<file path="src/rtl/adc_frame_arbiter.sv">
// Read-side scheduler for the ADC channel byte buffers.
// Round-robins over the enabled channels and drains one fixed-size burst from
// each onto a single 8-bit AXI-Stream. Every burst goes out as one packet:
// a 3-byte header (sync, channel, sequence) followed by the payload, with
// tlast on the final payload byte.
module adc_frame_arbiter #(
    parameter int unsigned NUM_CH      = 6,
    parameter int unsigned BURST_BYTES = 1024,
    parameter logic [7:0]  SYNC_BYTE   = 8'hA5
) (
    input  logic                  clk,
    input  logic                  rst,
    input  logic                  enable,
    input  logic [NUM_CH-1:0]     ch_mask,
    input  logic [NUM_CH-1:0]     ch_empty,
    input  logic [8*NUM_CH-1:0]   ch_dout,
    output logic [NUM_CH-1:0]     ch_rd_en,
    output logic [7:0]            m_axis_tdata,
    output logic                  m_axis_tvalid,
    input  logic                  m_axis_tready,
    output logic                  m_axis_tlast,
    output logic [2:0]            cur_ch,
    output logic                  busy,
    output logic [7:0]            seq
);

    localparam int unsigned CH_W  = 3;
    localparam int unsigned CNT_W = $clog2(BURST_BYTES);
    localparam logic [CNT_W-1:0] LAST_CNT = CNT_W'(BURST_BYTES - 1);
    localparam logic [CH_W-1:0]  MAX_CH   = CH_W'(NUM_CH - 1);

    typedef enum logic [2:0] {
        S_IDLE,
        S_SELECT,
        S_HDR0,
        S_HDR1,
        S_HDR2,
        S_PAYLOAD
    } state_t;

    state_t             r_state;
    state_t             w_state_nxt;

    logic [NUM_CH-1:0]  r_mask;
    logic [CH_W-1:0]    r_ptr;
    logic [CH_W-1:0]    r_cur_ch;
    logic [7:0]         r_seq;
    logic [CNT_W-1:0]   r_cnt;
    logic               r_busy;

    logic [CH_W-1:0]    w_sel_ch;
    logic [CH_W-1:0]    w_sel_hi;
    logic [CH_W-1:0]    w_sel_lo;
    logic               w_hi_found;
    logic [7:0]         w_pay_data;
    logic               w_pay_empty;
    logic               w_pay_hs;
    logic               w_last_beat;
    logic               w_can_start;

    assign w_can_start = enable && (|ch_mask);
    assign w_last_beat = (r_cnt == LAST_CNT);

    // Round-robin pick: lowest latched channel at or above the pointer, else lowest overall
    always_comb begin
        w_sel_hi   = '0;
        w_sel_lo   = '0;
        w_hi_found = 1'b0;
        for (int j = NUM_CH - 1; j >= 0; j--) begin
            if (r_mask[j]) begin
                w_sel_lo = CH_W'(j);
                if (CH_W'(j) >= r_ptr) begin
                    w_sel_hi   = CH_W'(j);
                    w_hi_found = 1'b1;
                end
            end
        end
        w_sel_ch = w_hi_found ? w_sel_hi : w_sel_lo;
    end

    // Head-of-buffer mux for the channel being drained
    always_comb begin
        w_pay_data  = '0;
        w_pay_empty = 1'b1;
        for (int i = 0; i < NUM_CH; i++) begin
            if (r_cur_ch == CH_W'(i)) begin
                w_pay_data  = ch_dout[8*i +: 8];
                w_pay_empty = ch_empty[i];
            end
        end
    end

    // State register
    always_ff @(posedge clk) begin
        if (rst) begin
            r_state <= S_IDLE;
        end else begin
            r_state <= w_state_nxt;
        end
    end

    // Next-state and stream/pop outputs
    always_comb begin
        w_state_nxt   = r_state;
        m_axis_tvalid = 1'b0;
        m_axis_tdata  = '0;
        m_axis_tlast  = 1'b0;
        ch_rd_en      = '0;
        w_pay_hs      = 1'b0;
        case (r_state)
            S_IDLE: begin
                if (w_can_start) begin
                    w_state_nxt = S_SELECT;
                end
            end
            S_SELECT: begin
                w_state_nxt = S_HDR0;
            end
            S_HDR0: begin
                m_axis_tvalid = 1'b1;
                m_axis_tdata  = SYNC_BYTE;
                if (m_axis_tready) begin
                    w_state_nxt = S_HDR1;
                end
            end
            S_HDR1: begin
                m_axis_tvalid = 1'b1;
                m_axis_tdata  = {5'b0, r_cur_ch};
                if (m_axis_tready) begin
                    w_state_nxt = S_HDR2;
                end
            end
            S_HDR2: begin
                m_axis_tvalid = 1'b1;
                m_axis_tdata  = r_seq;
                if (m_axis_tready) begin
                    w_state_nxt = S_PAYLOAD;
                end
            end
            S_PAYLOAD: begin
                m_axis_tvalid = !w_pay_empty;
                m_axis_tdata  = w_pay_data;
                m_axis_tlast  = !w_pay_empty && w_last_beat;
                w_pay_hs      = !w_pay_empty && m_axis_tready;
                if (w_pay_hs) begin
                    for (int i = 0; i < NUM_CH; i++) begin
                        ch_rd_en[i] = (r_cur_ch == CH_W'(i));
                    end
                    if (w_last_beat) begin
                        w_state_nxt = w_can_start ? S_SELECT : S_IDLE;
                    end
                end
            end
            default: begin
                w_state_nxt = S_IDLE;
            end
        endcase
    end

    // Datapath: mask latch, channel pick, byte counter, sequence and pointer
    always_ff @(posedge clk) begin
        if (rst) begin
            r_mask   <= '0;
            r_ptr    <= '0;
            r_cur_ch <= '0;
            r_seq    <= '0;
            r_cnt    <= '0;
            r_busy   <= 1'b0;
        end else begin
            r_busy <= (w_state_nxt != S_IDLE);
            if (w_state_nxt == S_SELECT) begin
                r_mask <= ch_mask;
            end
            if (r_state == S_SELECT) begin
                r_cur_ch <= w_sel_ch;
            end
            if (w_pay_hs) begin
                if (w_last_beat) begin
                    r_cnt <= '0;
                    r_seq <= r_seq + 8'd1;
                    r_ptr <= (r_cur_ch == MAX_CH) ? '0 : r_cur_ch + CH_W'(1);
                end else begin
                    r_cnt <= r_cnt + CNT_W'(1);
                end
            end
        end
    end

    assign cur_ch = r_cur_ch;
    assign busy   = r_busy;
    assign seq    = r_seq;

endmodule

</file>
<file path="config.mk">
export PLATFORM = sky130hd
export DESIGN_NAME = adc_frame_arbiter
export DESIGN_NICKNAME = d
export VERILOG_FILES = /design/src/rtl/adc_frame_arbiter.sv
export SDC_FILE = /design/constraint.sdc
export NUM_CORES = 1
export LEC_CHECK = 0
export CORE_ASPECT_RATIO = 0.9
export CORE_MARGIN = 10
export CORE_UTILIZATION = 25
export DETAILED_ROUTE_END_ITERATION = 10
export PLACE_DENSITY = 0.51
export SLEW_MARGIN = 20
export SYNTH_ARGS = -nofsm -noshare
export SYNTH_HDL_FRONTEND = slang
export SYNTH_SLANG_ARGS = --single-unit
</file>
<file path="constraint.sdc">
create_clock -name clk -period 2.7 [get_ports clk]
set_clock_uncertainty 0.1 [all_clocks]
set_input_delay 0.405 -clock clk [delete_from_list [all_inputs] [get_ports clk]]
set_output_delay 0.405 -clock clk [all_outputs]
set_load 0.03 [all_outputs]
</file>
==> results of run 1 <==
## per-stage QoR
stage | hold WS (ns) | std cells | total power (W) | setup slack, ns | utilization (%)
3_3_place_gp | 0.377 | 511 | 0.000987 | 0.0700 | 39.3
5_1_grt | 0.400 | 524 | 0.00147 | 0.00812 | 41.4
6_report | 0.389 | 524 | 0.00139 | 0.0784 | 41.4
4_1_cts | 0.392 | 520 | 0.00139 | -0.0177 | 40.4
3_5_place_dp | 0.379 | 511 | 0.000989 | 0.00797 | 39.3
2_1_floorplan | 0.354 | 298 | 0.000778 | -0.00862 | -
## repair_timing
item,4_1_cts,5_1_grt
buffers inserted,1,4
cloned,0,0
endpoints found under the setup margin,10,13
gates resized for setup,2,11
pin swaps,1,2
## worst reg2reg max path, stage by stage (launching register included)
cell,delay [ns]
dfxtp_1,0.32
buf_4,0.17
or4b_4,0.58
buf_4,0.18
a2111oi_4,0.35
nand4_1,0.20
or3_1,0.38
a21oi_1,0.15
## state kept, by name, indices dropped and copies added (netlist names)
register and cells:
r_mask 6, busy 1, r_state 3, cur_ch 3, seq 8, r_cnt 10
r_ptr 3
## how the worst max path moves through the flow
stage	slack [ns]	startpoint	to
after floorplan	-0.009	cur_ch[0]	m_axis_tdata[3]
after global placement	0.07	ch_empty[4]	r_mask[5]
after detailed placement	0.008	ch_empty[2]	r_cnt[5]
after CTS	-0.02	cur_ch[0]	ch_rd_en[2]
after global routing	0.008	cur_ch[2]	m_axis_tvalid
final	0.08	cur_ch[0]	ch_rd_en[2]
## synthesized netlist by cell type (all sizes together), types with 3 or more instances
library cell / n
ha: 3
nand4: 6
nor2: 36
and3: 8
xnor2: 4
mux2i: 28
nor2b: 8
o2bb2ai: 7
and2: 4
a221oi: 4
or3: 4
or2: 3
nand3: 7
clkbuf: 13
a22oi: 4
dfxtp: 34
a21oi: 19
inv: 3
buf: 5
xor2: 9
nor3: 4
o21ai: 23
nand2: 28
a211oi: 3
## power groups by stage
stage	combinational [W]	sequential [W]	clock, W
global route	0.000487	0.000546	0.000434
global placement	0.000434	0.000554	0
finish	0.000448	0.000543	0.000395
CTS	0.000441	0.000542	0.000409
floorplan	0.000226	0.000552	0
detailed placement	0.000435	0.000554	0
## layer usage
metal  wire length, um  part of all wire, %
met5                 0                    0
met4                59                 0.64
met3               836                  9.1
met2              3900                   43
met1              4350                   48
## layout by cell type, fill, tap and decap left out, types with 3 or more instances in the layout
cell type	instances
o2bb2ai_1	7
clkdlybuf4s50_1	75
buf_4	32
buf_12	6
mux2i_1	27
and3_1	6
o21ai_0	18
nor2_1	31
nand4_1	6
nor2b_1	7
or2_2	3
a21oi_1	19
clkbuf_8	6
nor2_2	4
nand2_1	27
a221oi_1	3
or3_1	4
a22oi_1	4
inv_1	3
nand3_1	6
xnor2_1	4
and2_1	4
xor2_1	9
o21ai_2	3
dfxtp_1	33
## area by class of cell
class,count,area (sq um),share of cell area [%]
clock buffer,7,86.3,2.28
clock inverter,1,5.00,0.132
inverter,3,11.3,0.297
multi-input combinational,243,1730,45.7
sequential,34,682,18.0
tap,122,153,4.02
timing repair buffer,114,1120,29.6
## cells by family after synthesis
family / Yosys count
AOI/OAI and AO/OA: 81
xor gates and xnor gates: 13
muxes: 28
buffers and inverters: 21
DFF: 34
adders and majority gates: 3
and+or+nand+nor: 118
==> flow_summary.ini, run 1 <==
[critical_path]
crit_buf_inv = 2
r2r_start = cur_ch[0]
arrival_ns = 2.12
critPathRequiredTime_ns = 2.19
crit_chain = buf_4, or4b_4, a211oi_4, and4_4, buf_12
startpoint_type = flop
worstPathMaxFanout = 9
r2r_end = seq[7]
crit_slowest_cell = or4b_4
end_kind = primary output
r2r_slack_ns = 0.21
cpPeakStageDelay_ns = 0.58
r2r_cells = 7
critPathKind = reg -> out
path_delay_family = simple AND/OR/NAND/NOR gates
crit_cells = 5

[synthesis]
synthFlopType = dfxtp_1
synth-simple-area-share_pct = 24.6
netlist_area_sq_mm = 0.00237
seq_area_frac_synth_pct = 28.7
synth-edff-count = 0
yosys_register_bits = 34
avgSynthCellArea_sq_um = 7.95
async_flop_share_pct = 0
synthAdderAreaFrac_pct = 1.58
synth_area_leaders = dfxtp_1 29%, mux2i_1 12%, nor2_1 5.7%
synth_cells = 298
synth_xor_area_share_pct = 4.81
synth_compound_area_share_pct = 24.5
yosys_warnings = 0
synth_top_family_by_area = simple AND/OR/NAND/NOR gates
netlist.area_leader.share_pct = 28.7
syn-num-nets = 365
synth_cell_types = 52
synth_top_area_cell = dfxtp_1
muxShareOfSynthArea_pct = 11.8

[timing]
slew-limit-headroom_pct = 67.9
fmax_ghz = 0.381
worstMarginPinSlew_ns = 0.482
drv_slew = 0
hold_viol = 0
rsz0062_at_grt = no
fin_setup_tns_ns = 0
min_period_over_period_pct = 97.1
finalSetupViolations = 0
min_period_ns = 2.62

[worst_hold_path]
hold-path-cell-count = 2
hold_path_end = r_cnt[5]
hp-class = reg -> reg
hold_start = r_cnt[5]

[clock_network]
cts_tree = done
hold_buffers = 0
numCtsBuffers = 5
cts-root-buf = clkbuf_8
htree_levels = 2
max-clock-path-buffers = 2
cts.sinks = 34
clk_latency_ns = 0.28
clkTransAtPathRegs_ns = 0.07

[pwr]
p_switching_w = 0.000427
peakVddDrop_v = 0.000213
p_leak_nw = 1.39
p_int_w = 0.000960
clkPwrFrac_pct = 28.5
p_per_area_mw_per_mm2 = 365
p_seq_share_pct = 39.2
p_comb_share_pct = 32.3
switching_share_pct = 30.8

[die]
io_pins = 92
die_h_um = 112
dieArea_sq_mm = 0.0138
die_x_um = 123
start_util_pct = 25.8
num_rows = 33
core_area_sq_mm = 0.00917

[route]
drt_pass1_iterations = 5
dr.first_iter.drc_count = 162
avgViaCountPerCell = 4.96
ant_nets = 0
avgRoutedWirePerCell_um = 17.5
drc = 0
vias = 2601
totalWireLength_um = 9150

[final_layout]
area_growth_pct = 60.2
final_nets = 468
stdcell_area_sq_mm = 0.00379
drive_gt1_share_pct = 19.4
nFillCells = 968
antenna_cells = 0

[grt]
globalRouteMet3Util_pct = 4.26
grtUsageMet1_pct = 18.3
grtUsageMet2_pct = 19.2
overflow = 0
grt.busiest_layer = met2
grt_pass1_vias = 2588
grt_first_pass_wirelength_um = 14400
grt_max_degree = 20
grt.total_usage_pct = 13.1
antenna_found_initial = 0

[placement]
io_buffers = 91
placed_cell_area_sq_mm = 0.00360
gp_congestion = 0.814
place_hpwl_um = 7430

[flow_run]
drv_cap = 0

[status]
outcome = finished, final reports clean
Note: power is estimated with default switching activity, not from simulation.
==> inputs of run 2 (changes only) <==
Settings changed: TNS_END_PERCENT set to 20.
==> flow_summary.ini, run 2 (same netlist as run 1, synthesis figures left out) <==
[status]
outcome = finished, final reports clean

[worst_hold_path]
hp-class = reg -> reg
hold_start = r_cnt[5]

[grt]
overflow = 0
grt_max_degree = 22
grt_first_pass_wirelength_um = 14900
antenna_found_initial = 0
grt_pass1_vias = 2652
grt.total_usage_pct = 13.5

[die]
die_h_um = 112
io_pins = 92
die_x_um = 123
start_util_pct = 25.8
dieArea_sq_mm = 0.0138
num_rows = 33
core_area_sq_mm = 0.00917

[route]
ant_nets = 0
wl_met1_um = 4870
dr_wl_met3_um = 821
avgViaCountPerCell = 4.89
avgRoutedWirePerCell_um = 17.7
totalWireLength_um = 9230
dr.first_iter.drc_count = 100
highest_layer = met4
wl_met2_um = 3510
drc = 0
drt_pass1_iterations = 5
vias = 2555

[clock_network]
cts_tree = done
htree_levels = 2
clk_latency_ns = 0.28
cts.sinks = 34
numCtsBuffers = 5
cts-root-buf = clkbuf_8
max-clock-path-buffers = 2
clkTransAtPathRegs_ns = 0.07

[pwr]
p_per_area_mw_per_mm2 = 364
p_leak_nw = 1.37
finalPower_w = 0.00137
peakVddDrop_v = 0.000184

[timing]
finalSetupViolations = 0
worstMarginPinSlew_ns = 0.536
rsz0062_at_grt = yes
min_period_over_period_pct = 99.9
min_period_ns = 2.70
fmax_ghz = 0.371
slew-limit-headroom_pct = 64.2
drv_slew = 0
hold_viol = 0

[final_layout]
area_growth_pct = 58.8
stdcell_area_sq_mm = 0.00376
antenna_cells = 0
final_nets = 466
largest_reg_flops = 10
regMostFlops = r_cnt
layout_commonest_cell = clkdlybuf4s50_1
final_cell_mix = 75 x clkdlybuf4s50_1, 33 x dfxtp_1, 31 x nor2_1
nFillCells = 940
drive_gt1_share_pct = 19.3

[critical_path]
end_kind = primary output
critPathKind = in -> out
critPathRequiredTime_ns = 2.19
crit_chain = clkdlybuf4s50_1, or4b_4, a211oi_4, and4_2, buf_12
startpoint_type = primary input
cpPeakStageDelay_ns = 0.56
r2r_start = cur_ch[0]
arrival_ns = 2.19
crit_slowest_cell = or4b_4
worstPathMaxFanout = 5
cp-startpoint = ch_empty[2]

[placement]
place_hpwl_um = 7480
placed_cell_area_sq_mm = 0.00358
io_buffers = 91
gp_congestion = 0.850

[flow_run]
drv_cap = 0
## run 2: cell type report
| class | instances | area, sq um | share of cell area [%] |
|---|---|---|---|
| Clock inverter | 1 | 5.00 | 0.133 |
| Multi-Input combinational cell | 243 | 1730 | 46.0 |
| Tap cell | 122 | 153 | 4.06 |
| Sequential cell | 34 | 682 | 18.1 |
| Clock buffer | 7 | 86.3 | 2.29 |
| Timing Repair Buffer | 112 | 1090 | 29.1 |
| Inverter | 3 | 11.3 | 0.299 |
## run 2: worst paths after layout
path | slack (ns) | cells after the start | endpoint
setup / recovery | 0.002 | 5 | ch_rd_en[2]
hold reg to reg | 0.40 | 2 | r_cnt[5]
setup reg to reg | 0.20 | 8 | seq[7]
hold / removal | 0.40 | 2 | r_cnt[5]
## run 2: through the flow
stage	cells	util [%]	hold WS, ns	worst slack (ns)	setup TNS (ns)
5_1_grt	522	41.0	0.411	-0.0720	-0.147
6_report	522	41.0	0.397	0.00216	0
3_3_place_gp	513	39.0	0.375	-0.000522	-0.000522
3_5_place_dp	513	39.0	0.385	-0.0267	-0.0626
2_1_floorplan	298	-	0.354	-0.0915	-0.717
4_1_cts	522	40.4	0.397	-0.0207	-0.0372
## run 2: critical path: cells and delay by family
family | cells | cell delay (ns)
and+or+nand+nor | 2 | 0.88
buffers and inverters | 2 | 0.54
AOI/OAI and AO/OA | 1 | 0.37
## run 2: where the power goes
| part | total [W] | switching (W) | internal (W) |
|---|---|---|---|
| combinational | 0.000441 | 0.000212 | 0.000229 |
| clock | 0.000389 | 0.000183 | 0.000206 |
| sequential | 0.000541 | 0.0000232 | 0.000518 |
| total | 0.00137 | 0.000418 | 0.000953 |
## run 2: metal layers
metal | global-route usage (%) | vias to the layer above
met5 | 0 | -
met4 | 2.35 | 0
met3 | 4.11 | 2
met2 | 18.4 | 102
met1 | 20.2 | 1154
li1 | - | 1297
## run 2: what timing repair did
item	in CTS	in global routing
resized for setup	6	13
hold buffers	0	0
gates cloned	0	0
pin swaps	1	1
setup buffers	1	0
setup endpoints to repair	10	15
==> inputs of run 3 (changes only) <==
Settings changed: CORE_UTILIZATION 25 to 40, PLACE_DENSITY 0.51 to 0.75.
==> flow_summary.ini, run 3 (same netlist as run 1, synthesis figures left out) <==
[pwr]
p_per_area_mw_per_mm2 = 392
p_leak_nw = 1.38
peakVddDrop_v = 0.000323
finalPower_w = 0.00146

[flow_run]
drv_cap = 0

[die]
core_area_sq_mm = 0.00573
start_util_pct = 41.4
io_pins = 92
num_rows = 26
die_x_um = 101
dieArea_sq_mm = 0.00940
die_h_um = 93

[timing]
slew-limit-headroom_pct = 72.4
min_period_over_period_pct = 99.0
min_period_ns = 2.67
rsz0062_at_grt = yes
drv_slew = 0
hold_slack_ns = 0.401
finalSetupViolations = 0
worstMarginPinSlew_ns = 0.411
fin_ws_ns = 0.0269
hold_viol = 0
fmax_ghz = 0.374

[route]
vias = 2658
totalWireLength_um = 8530
avgRoutedWirePerCell_um = 18.2
avgViaCountPerCell = 5.66
drt_pass1_iterations = 4
dr.first_iter.drc_count = 211
drc = 0
ant_nets = 0

[final_layout]
drive_gt1_share_pct = 18.8
antenna_cells = 0
final_nets = 466
regMostFlops = r_cnt
largest_reg_flops = 10
seqCellArea_sq_um = 686
finalNonFillerCells = 470
area_growth_pct = 56.9
stdcell_area_sq_mm = 0.00372
final_cell_mix = 75 x clkdlybuf4s50_1, 32 x nor2_1, 32 x dfxtp_1
multiInputGateArea_sq_mm = 0.00170
nFillCells = 487
layout_commonest_cell = clkdlybuf4s50_1

[grt]
overflow = 0
grt_first_pass_wirelength_um = 13200
grt.total_usage_pct = 17.2
grt_pass1_vias = 2555
antenna_found_initial = 0
grt_max_degree = 27

[clock_network]
numCtsBuffers = 5
clkTransAtPathRegs_ns = 0.07
cts-root-buf = clkbuf_8
htree_levels = 2
cts_tree = done
max-clock-path-buffers = 2
clk_latency_ns = 0.29
cts.sinks = 34

[critical_path]
critPathRequiredTime_ns = 2.19
critPathKind = in -> out
startpoint_type = primary input
path_delay_family = simple AND/OR/NAND/NOR gates
crit_slowest_cell = or4b_4
crit_buf_inv = 2
worstPathMaxFanout = 5
cpPeakStageDelay_ns = 0.58
crit_chain = clkdlybuf4s50_1, or4b_4, a211oi_4, and4_4, buf_6
arrival_ns = 2.17
end_kind = primary output

[placement]
gp_congestion = 0.879
placed_cell_area_sq_mm = 0.00352
post-place-ws_ns = -0.00809
dp_cells = 458
io_buffers = 91
place_hpwl_um = 6690

[status]
outcome = finished, final reports clean

[worst_hold_path]
hp-class = reg -> reg
==> run 3: cell count changes in the layout (fill, tap and decap cells not counted), moves of 2 or more <==
| cell | delta |
|---|---|
| a21oi_2 | -3 |
| a21oi_1 | +3 |
| buf_4 | -3 |
| clkinvlp_4 | +2 |
| buf_6 | +2 |
| buf_12 | +2 |
==> run 3: final timing paths <==
check | from | cells after the start | slack, ns | endpoint
worst max-delay path | ch_empty[2] | 5 | 0.03 | ch_rd_en[2]
worst min-delay path | r_cnt[5] | 2 | 0.40 | r_cnt[5]
worst max register to register | cur_ch[0] | 8 | 0.13 | seq[7]
worst min register to register | r_cnt[5] | 2 | 0.40 | r_cnt[5]
==> run 3: layout make-up <==
cell class                      count  share of cell area (%)
Clock buffer                        5                    1.85
Clock inverter                      3                    1.21
Inverter                            3                   0.303
Multi-Input combinational cell    243                    45.7
Sequential cell                    34                    18.5
Tap cell                           70                    2.36
Timing Repair Buffer              112                    30.1
==> run 3: worst min-delay path, stage by stage (launching register included) <==
cell and delay [ns]:
dfxtp_1 0.33, o21ai_0 0.07, a21oi_1 0.06
==> run 3: repair_timing <==
action,CTS,global route
pin swaps,0,4
resized for setup,7,9
buffers inserted,0,4
hold buffers,0,0
setup endpoints to repair,10,13
cloned,0,0
==> run 3: where the power goes <==
group	switching (W)	leakage (nW)	internal, W
Sequential	0.0000236	0.277	0.000517
Combinational	0.000206	1.05	0.000234
Clock	0.000201	0.0504	0.000275
==> run 3: stage by stage <==
stage / setup TNS [ns] / util [%]
6_report: 0 / 64.9
5_1_grt: -0.158 / 64.9
4_1_cts: 0 / 63.9
3_5_place_dp: -0.0116 / 61.4
3_3_place_gp: 0 / 61.4
2_1_floorplan: -0.717 / -
==> run 3: per-layer routing <==
layer,global-route usage (%),vias up,part of all wire [%]
met5,0,-,0
met4,4.18,0,1.1
met3,6.40,7,11
met2,25.6,135,43
met1,22.8,1217,45
li1,-,1299,-
